--- config.mk ---
export PLATFORM = sky130hd
export DESIGN_NAME = layer_compositor
export DESIGN_NICKNAME = d
export VERILOG_FILES = /design/src/rtl/layer_compositor.sv
export SDC_FILE = /design/constraint.sdc
export NUM_CORES = 1
export LEC_CHECK = 0
export ABC_CLOCK_PERIOD_IN_PS = 1550
export BUFFER_PORTS_ARGS = -buffer_cell sky130_fd_sc_hd__buf_4
export CAP_MARGIN = 20
export CORE_ASPECT_RATIO = 0.9
export CORE_MARGIN = 3
export CORE_UTILIZATION = 41
export CTS_CLUSTER_DIAMETER = 120
export DETAILED_ROUTE_END_ITERATION = 6
export PLACE_DENSITY = 0.77
export SETUP_SLACK_MARGIN = 0.5
export SLEW_MARGIN = 5
export SYNTH_ARGS = -nofsm -noshare
export SYNTH_HDL_FRONTEND = slang
export SYNTH_SLANG_ARGS = --single-unit
--- constraint.sdc ---
create_clock -name clk -period 1.55 [get_ports clk]
set_input_delay 0.2325 -clock clk [delete_from_list [all_inputs] [get_ports clk]]
set_output_delay 0.2325 -clock clk [all_outputs]
set_load 0.05 [all_outputs]
--- src/rtl/layer_compositor.sv ---
// Layer compositor: picks the highest-priority opaque layer (or the overlay,
// or the background) per pixel through a two-stage pixel_tick pipeline, and
// latches per-layer overlap flags once per frame.
module layer_compositor #(
    parameter int unsigned          N_LAYERS   = 4,
    parameter int unsigned          RGB_W      = 12,
    parameter int unsigned          H_LAST     = 639,
    parameter int unsigned          V_LAST     = 479,
    parameter bit                   USE_KEY    = 1'b1,
    parameter logic [RGB_W-1:0]     TRANSP_KEY = 12'hF0F
) (
    input  logic                      clk,
    input  logic                      reset,
    input  logic                      pixel_tick,
    input  logic                      video_on,
    input  logic [9:0]                x,
    input  logic [9:0]                y,
    input  logic [N_LAYERS-1:0]       layer_on,
    input  logic [N_LAYERS*RGB_W-1:0] layer_rgb,
    input  logic [N_LAYERS-1:0]       layer_en,
    input  logic [RGB_W-1:0]          bg_rgb,
    input  logic                      overlay_on,
    input  logic                      overlay_en,
    input  logic [RGB_W-1:0]          overlay_rgb,
    output logic [RGB_W-1:0]          rgb,
    output logic                      hit_live,
    output logic [N_LAYERS-1:0]       collide_mask,
    output logic                      frame_done
);

    logic [N_LAYERS-1:0] opaque;
    logic [N_LAYERS-1:0] ov;
    logic [N_LAYERS-1:0] others;
    logic [RGB_W-1:0]    layer_pick;
    logic                any_opaque;
    logic                keyed;
    logic                eof;

    logic [RGB_W-1:0]    s1_rgb_d, s1_rgb_q;
    logic                s1_vid_d, s1_vid_q;
    logic [RGB_W-1:0]    rgb_d, rgb_q;
    logic                hit_live_d, hit_live_q;
    logic [N_LAYERS-1:0] acc_d, acc_q;
    logic [N_LAYERS-1:0] collide_mask_d, collide_mask_q;
    logic                frame_done_d, frame_done_q;

    assign eof = (x == 10'(H_LAST)) && (y == 10'(V_LAST));

    // Per-layer opacity: on, enabled and not the transparency key colour.
    always_comb begin
        opaque = '0;
        keyed  = 1'b0;
        for (int unsigned i = 0; i < N_LAYERS; i++) begin
            keyed     = USE_KEY && (layer_rgb[i*RGB_W +: RGB_W] == TRANSP_KEY);
            opaque[i] = layer_on[i] & layer_en[i] & ~keyed;
        end
    end

    // Priority select: the lowest-index opaque layer wins.
    always_comb begin
        layer_pick = '0;
        any_opaque = 1'b0;
        for (int unsigned i = 0; i < N_LAYERS; i++) begin
            if (opaque[i] && !any_opaque) begin
                layer_pick = layer_rgb[i*RGB_W +: RGB_W];
                any_opaque = 1'b1;
            end
        end
    end

    // Overlap vector: a layer overlaps when it and at least one other layer are opaque.
    always_comb begin
        ov     = '0;
        others = '0;
        for (int unsigned i = 0; i < N_LAYERS; i++) begin
            others    = opaque;
            others[i] = 1'b0;
            ov[i]     = video_on & opaque[i] & (|others);
        end
    end

    // Pipeline, live hit and frame accumulator next-state; everything holds without pixel_tick.
    always_comb begin
        s1_rgb_d       = s1_rgb_q;
        s1_vid_d       = s1_vid_q;
        rgb_d          = rgb_q;
        hit_live_d     = hit_live_q;
        acc_d          = acc_q;
        collide_mask_d = collide_mask_q;
        frame_done_d   = 1'b0;
        if (pixel_tick) begin
            if (overlay_on && overlay_en) begin
                s1_rgb_d = overlay_rgb;
            end else if (any_opaque) begin
                s1_rgb_d = layer_pick;
            end else begin
                s1_rgb_d = bg_rgb;
            end
            s1_vid_d   = video_on;
            hit_live_d = ov[0];
            rgb_d      = s1_vid_q ? s1_rgb_q : '0;
            if (eof) begin
                // Last pixel's overlap is folded in before the mask is published.
                collide_mask_d = acc_q | ov;
                acc_d          = '0;
                frame_done_d   = 1'b1;
            end else begin
                acc_d = acc_q | ov;
            end
        end
    end

    // State registers with synchronous reset.
    always_ff @(posedge clk) begin
        if (reset) begin
            s1_rgb_q       <= '0;
            s1_vid_q       <= 1'b0;
            rgb_q          <= '0;
            hit_live_q     <= 1'b0;
            acc_q          <= '0;
            collide_mask_q <= '0;
            frame_done_q   <= 1'b0;
        end else begin
            s1_rgb_q       <= s1_rgb_d;
            s1_vid_q       <= s1_vid_d;
            rgb_q          <= rgb_d;
            hit_live_q     <= hit_live_d;
            acc_q          <= acc_d;
            collide_mask_q <= collide_mask_d;
            frame_done_q   <= frame_done_d;
        end
    end

    assign rgb          = rgb_q;
    assign hit_live     = hit_live_q;
    assign collide_mask = collide_mask_q;
    assign frame_done   = frame_done_q;

endmodule

==> impl_metrics.py <==
metrics = {
    "die": {
        "ios": 124,
        "num_rows": 25,
        "die_h_um": 78.20,
        "start_util_pct": 43.88,
        "die_area_mm2": 0.006742,
        "coreArea_mm2": 0.005411,
        "die_x_um": 86.22,
    },
    "layout": {
        "diodes": 0,
        "multi_input_area_mm2": 0.001832,
        "syn_to_final_growth_pct": 85.41,
        "seq_area_um2": 720.7,
        "finish.net_count": 607,
        "fillCellCount": 365,
        "final_cells": 569,
        "drive_gt1_share_pct": 52.99,
    },
    "sta": {
        "fin_skew_ps": 7.683,
        "min_period_over_period_pct": 103.5,
        "max_slew_margin_pct": 71.68,
        "grt_setup_unrepaired": "yes",
        "setup_ws_ps": -54.82,
        "tightest_slew_ps": 423.8,
        "finalHoldViolCount": 0,
        "fin_crit_ps": 1605,
        "drv_slew": 0,
        "fmax_ghz": 0.6231,
        "setup_viol": 2,
    },
    "global_route": {
        "overflow": 0,
        "grt_pass1_vias": 3323,
        "antenna_found_initial": 0,
        "grt_pass1_wl_um": 15860,
        "grt_max_degree": 16,
        "grt_usage_pct": 29.74,
    },
    "synth": {
        "synth_seq_cells": 35,
        "yosysSeqAreaShare_pct": 29.50,
        "synth_compound_area_share_pct": 33.30,
        "synth_edf_count": 0,
        "synth-simple-area-share_pct": 31.88,
        "synth_fa_ha_area_share_pct": 0,
        "avgSynthCellArea_um2": 7.812,
        "synth_area_leader_cell": "dfxtp_1",
        "synth_warnings": 0,
        "syn_nets": 410,
        "synth.top_cell.area_share_pct": 29.50,
        "syn_area_mm2": 0.002375,
        "synthMuxAreaShare_pct": 1.791,
        "synth_area_leaders": "dfxtp_1 (30%), a21oi_1 (5.7%), nor2_1 (5.1%), nand2_1 (4.3%), nand3_1 (3.4%)",
        "synth_ff_type": "dfxtp_1",
        "synth_top_family_by_area": "compound AO/OA/AOI/OAI gates",
        "synth_cell_types": 56,
        "postSynthCellCount": 304,
        "yosys.area_share.xor_xnor_pct": 0,
        "synthArstFlopShare_pct": 0,
    },
    "worst_setup_path": {
        "crit_start": "layer_rgb[29]",
        "r2r-start": "s1_rgb_q[9]",
        "cp_max_fo": 5,
        "cp.required_ps": 1790,
        "arrival_ps": 1840,
        "cp-start-kind": "input port",
        "worstSetupPathType": "input port to flop",
        "ff2ff_setup_slack_ps": 370,
        "end_kind": "flop",
    },
    "status": {
        "violations": "setup timing",
        "status": "finished with violations",
    },
    "clock_tree": {
        "cts-root-buf": "clkbuf_8",
        "cts_sinks": 35,
        "clk_latency_ps": 290,
        "numCtsBuffers": 5,
        "clkTransAtPathRegs_ps": 70,
        "clk_path_buf_depth": 2,
        "cts.htree.levels": 2,
        "cts_tree": "done",
    },
    "place": {
        "place.gp.congestion": 0.9122,
        "dp.cells": 548,
        "hpwl_um": 8095,
        "portBuffers": 123,
    },
    "route": {
        "ant_nets": 0,
        "drt_wl_total_um": 10480,
        "dr.first_iter.drc_count": 253,
        "wl_per_cell_um": 18.42,
        "vias": 3371,
        "via_per_inst": 5.924,
        "drc": 0,
        "dr.pass1.iters": 5,
    },
    "power": {
        "total_power_mw": 2.481,
        "ir_drop_v": 0.0004099,
        "leakage_nw": 1.905,
        "cellPowerDensity_mw_per_mm2": 563.5,
    },
    "min_path": {
        "hold_start": "layer_rgb[32]",
        "hold_path.class": "input port to flop",
    },
    "job": {
        "drv_cap": 0,
    },
}
## worst max-delay path, stage by stage
cell and delay [ps]:
buf_6 90, nand4b_1 190, buf_4 170, o311ai_4 340, o21ai_2 180, a2111oi_1 470
or4_1 170
## path summary, 6_finish.rpt
check	endpoint	cells past startpoint
worst min-delay path	s1_rgb_q[8]	3
worst max register to register	s1_rgb_q[9]	2
worst max-delay path	s1_rgb_q[9]	7
worst min register to register	acc_q[3]	2
## where the power goes
part           total, mW  switching [mW]  leakage [nW]  internal, mW
combinational      0.847           0.389          1.57         0.458
clock              0.666           0.352        0.0412         0.314
sequential         0.968          0.0287         0.293         0.940
total               2.48           0.769          1.91          1.71
## cell families (layout without fill, tap and decap cells)
| logic type | count (synthesis) | in the layout |
|---|---|---|
| AOI/OAI and AO/OA | 111 | 111 |
| buffers and inverters | 20 | 218 |
| DFF | 35 | 35 |
| muxes | 4 | 4 |
| and+or+nand+nor | 134 | 134 |
## per-layer routing
layer	vias to the layer above	wire, µm	global-route usage, %
li1	1583	-	-
met1	1557	4235	36.98
met2	196	4976	49.38
met3	35	996	7.870
met4	0	272	10.44
met5	-	0	0
## metrics by stage
stage | setup WS, ps | setup TNS (ps) | cell area (µm²) | hold slack [ps] | util (%)
2_1_floorplan | -34.72 | -148.8 | 2484 | 367.6 | -
3_3_place_gp | -337.4 | -5224 | 3935 | 453.4 | 72.72
3_5_place_dp | -422.1 | -5582 | 3935 | 458.4 | 72.72
4_1_cts | 17.70 | 0 | 4273 | 209.1 | 78.96
5_1_grt | -62.84 | -226.7 | 4403 | 212.2 | 81.36
6_report | -54.82 | -69.90 | 4403 | 209.4 | 81.36
## Yosys cell counts, types with 2 or more instances
library cell / n
mux2i_1: 2
nand2_1: 27
nor2_1: 32
a22o_1: 3
and2_1: 4
nand4b_1: 5
and4_1: 3
o31ai_1: 3
a222oi_1: 4
o21ai_0: 13
a41oi_1: 2
nor3_1: 3
inv_1: 4
o221ai_1: 7
a21oi_1: 27
and3_1: 9
a311oi_1: 4
a21boi_0: 2
a31oi_1: 7
mux2_2: 2
nand2b_1: 5
a221oi_1: 9
o211ai_1: 6
dfxtp_1: 35
nand4_1: 3
clkbuf_1: 14
o21a_1: 4
o2111ai_1: 4
nand4bb_1: 2
nand3_1: 16
o311ai_2: 2
o21ai_1: 6
nor2b_1: 12
## layout make-up
class                      instances  area share, %
clock buffer                       6          1.648
clock inverter                     2         0.2842
inverter                           4         0.3410
multi-input combinational        249          41.60
sequential                        35          16.37
tap                               67          1.904
timing repair buffer             206          37.85
## state kept, by name (all words and copies together), names as in the netlist
register      cells
rgb              12
s1_rgb_q         12
acc_q             4
collide_mask      4
frame_done        1
hit_live          1
s1_vid_q          1
## cell usage in the layout (no fill, tap or decap), drive strengths merged, types with 3 or more instances in the layout
| cell type | netlist | routed |
|---|---|---|
| buf | 1 | 206 |
| dfxtp | 35 | 35 |
| nor2 | 33 | 33 |
| a21oi | 28 | 28 |
| nand2 | 27 | 27 |
| o21ai | 19 | 19 |
| nand3 | 16 | 16 |
| nor2b | 12 | 12 |
| and3 | 9 | 9 |
| a221oi | 9 | 9 |
| a31oi | 7 | 7 |
| o221ai | 7 | 7 |
| o211ai | 6 | 6 |
| nand4b | 6 | 6 |
| clkbuf | 15 | 6 |
| nand2b | 5 | 5 |
| inv | 4 | 4 |
| o21a | 4 | 4 |
| a222oi | 4 | 4 |
| nand4 | 4 | 4 |
| a311oi | 4 | 4 |
| and2 | 4 | 4 |
| o2111ai | 4 | 4 |
| nor3 | 3 | 3 |
| a22o | 3 | 3 |
| o31ai | 3 | 3 |
| and4 | 3 | 3 |
## repair_timing
action	4_1_cts	5_1_grt
hold buffers	0	0
setup endpoints to repair	29	49
hold endpoints to repair	0	0
pin swaps	16	12
gates resized for setup	38	36
buffers inserted	10	3
Power figures use the tool's default switching activity.
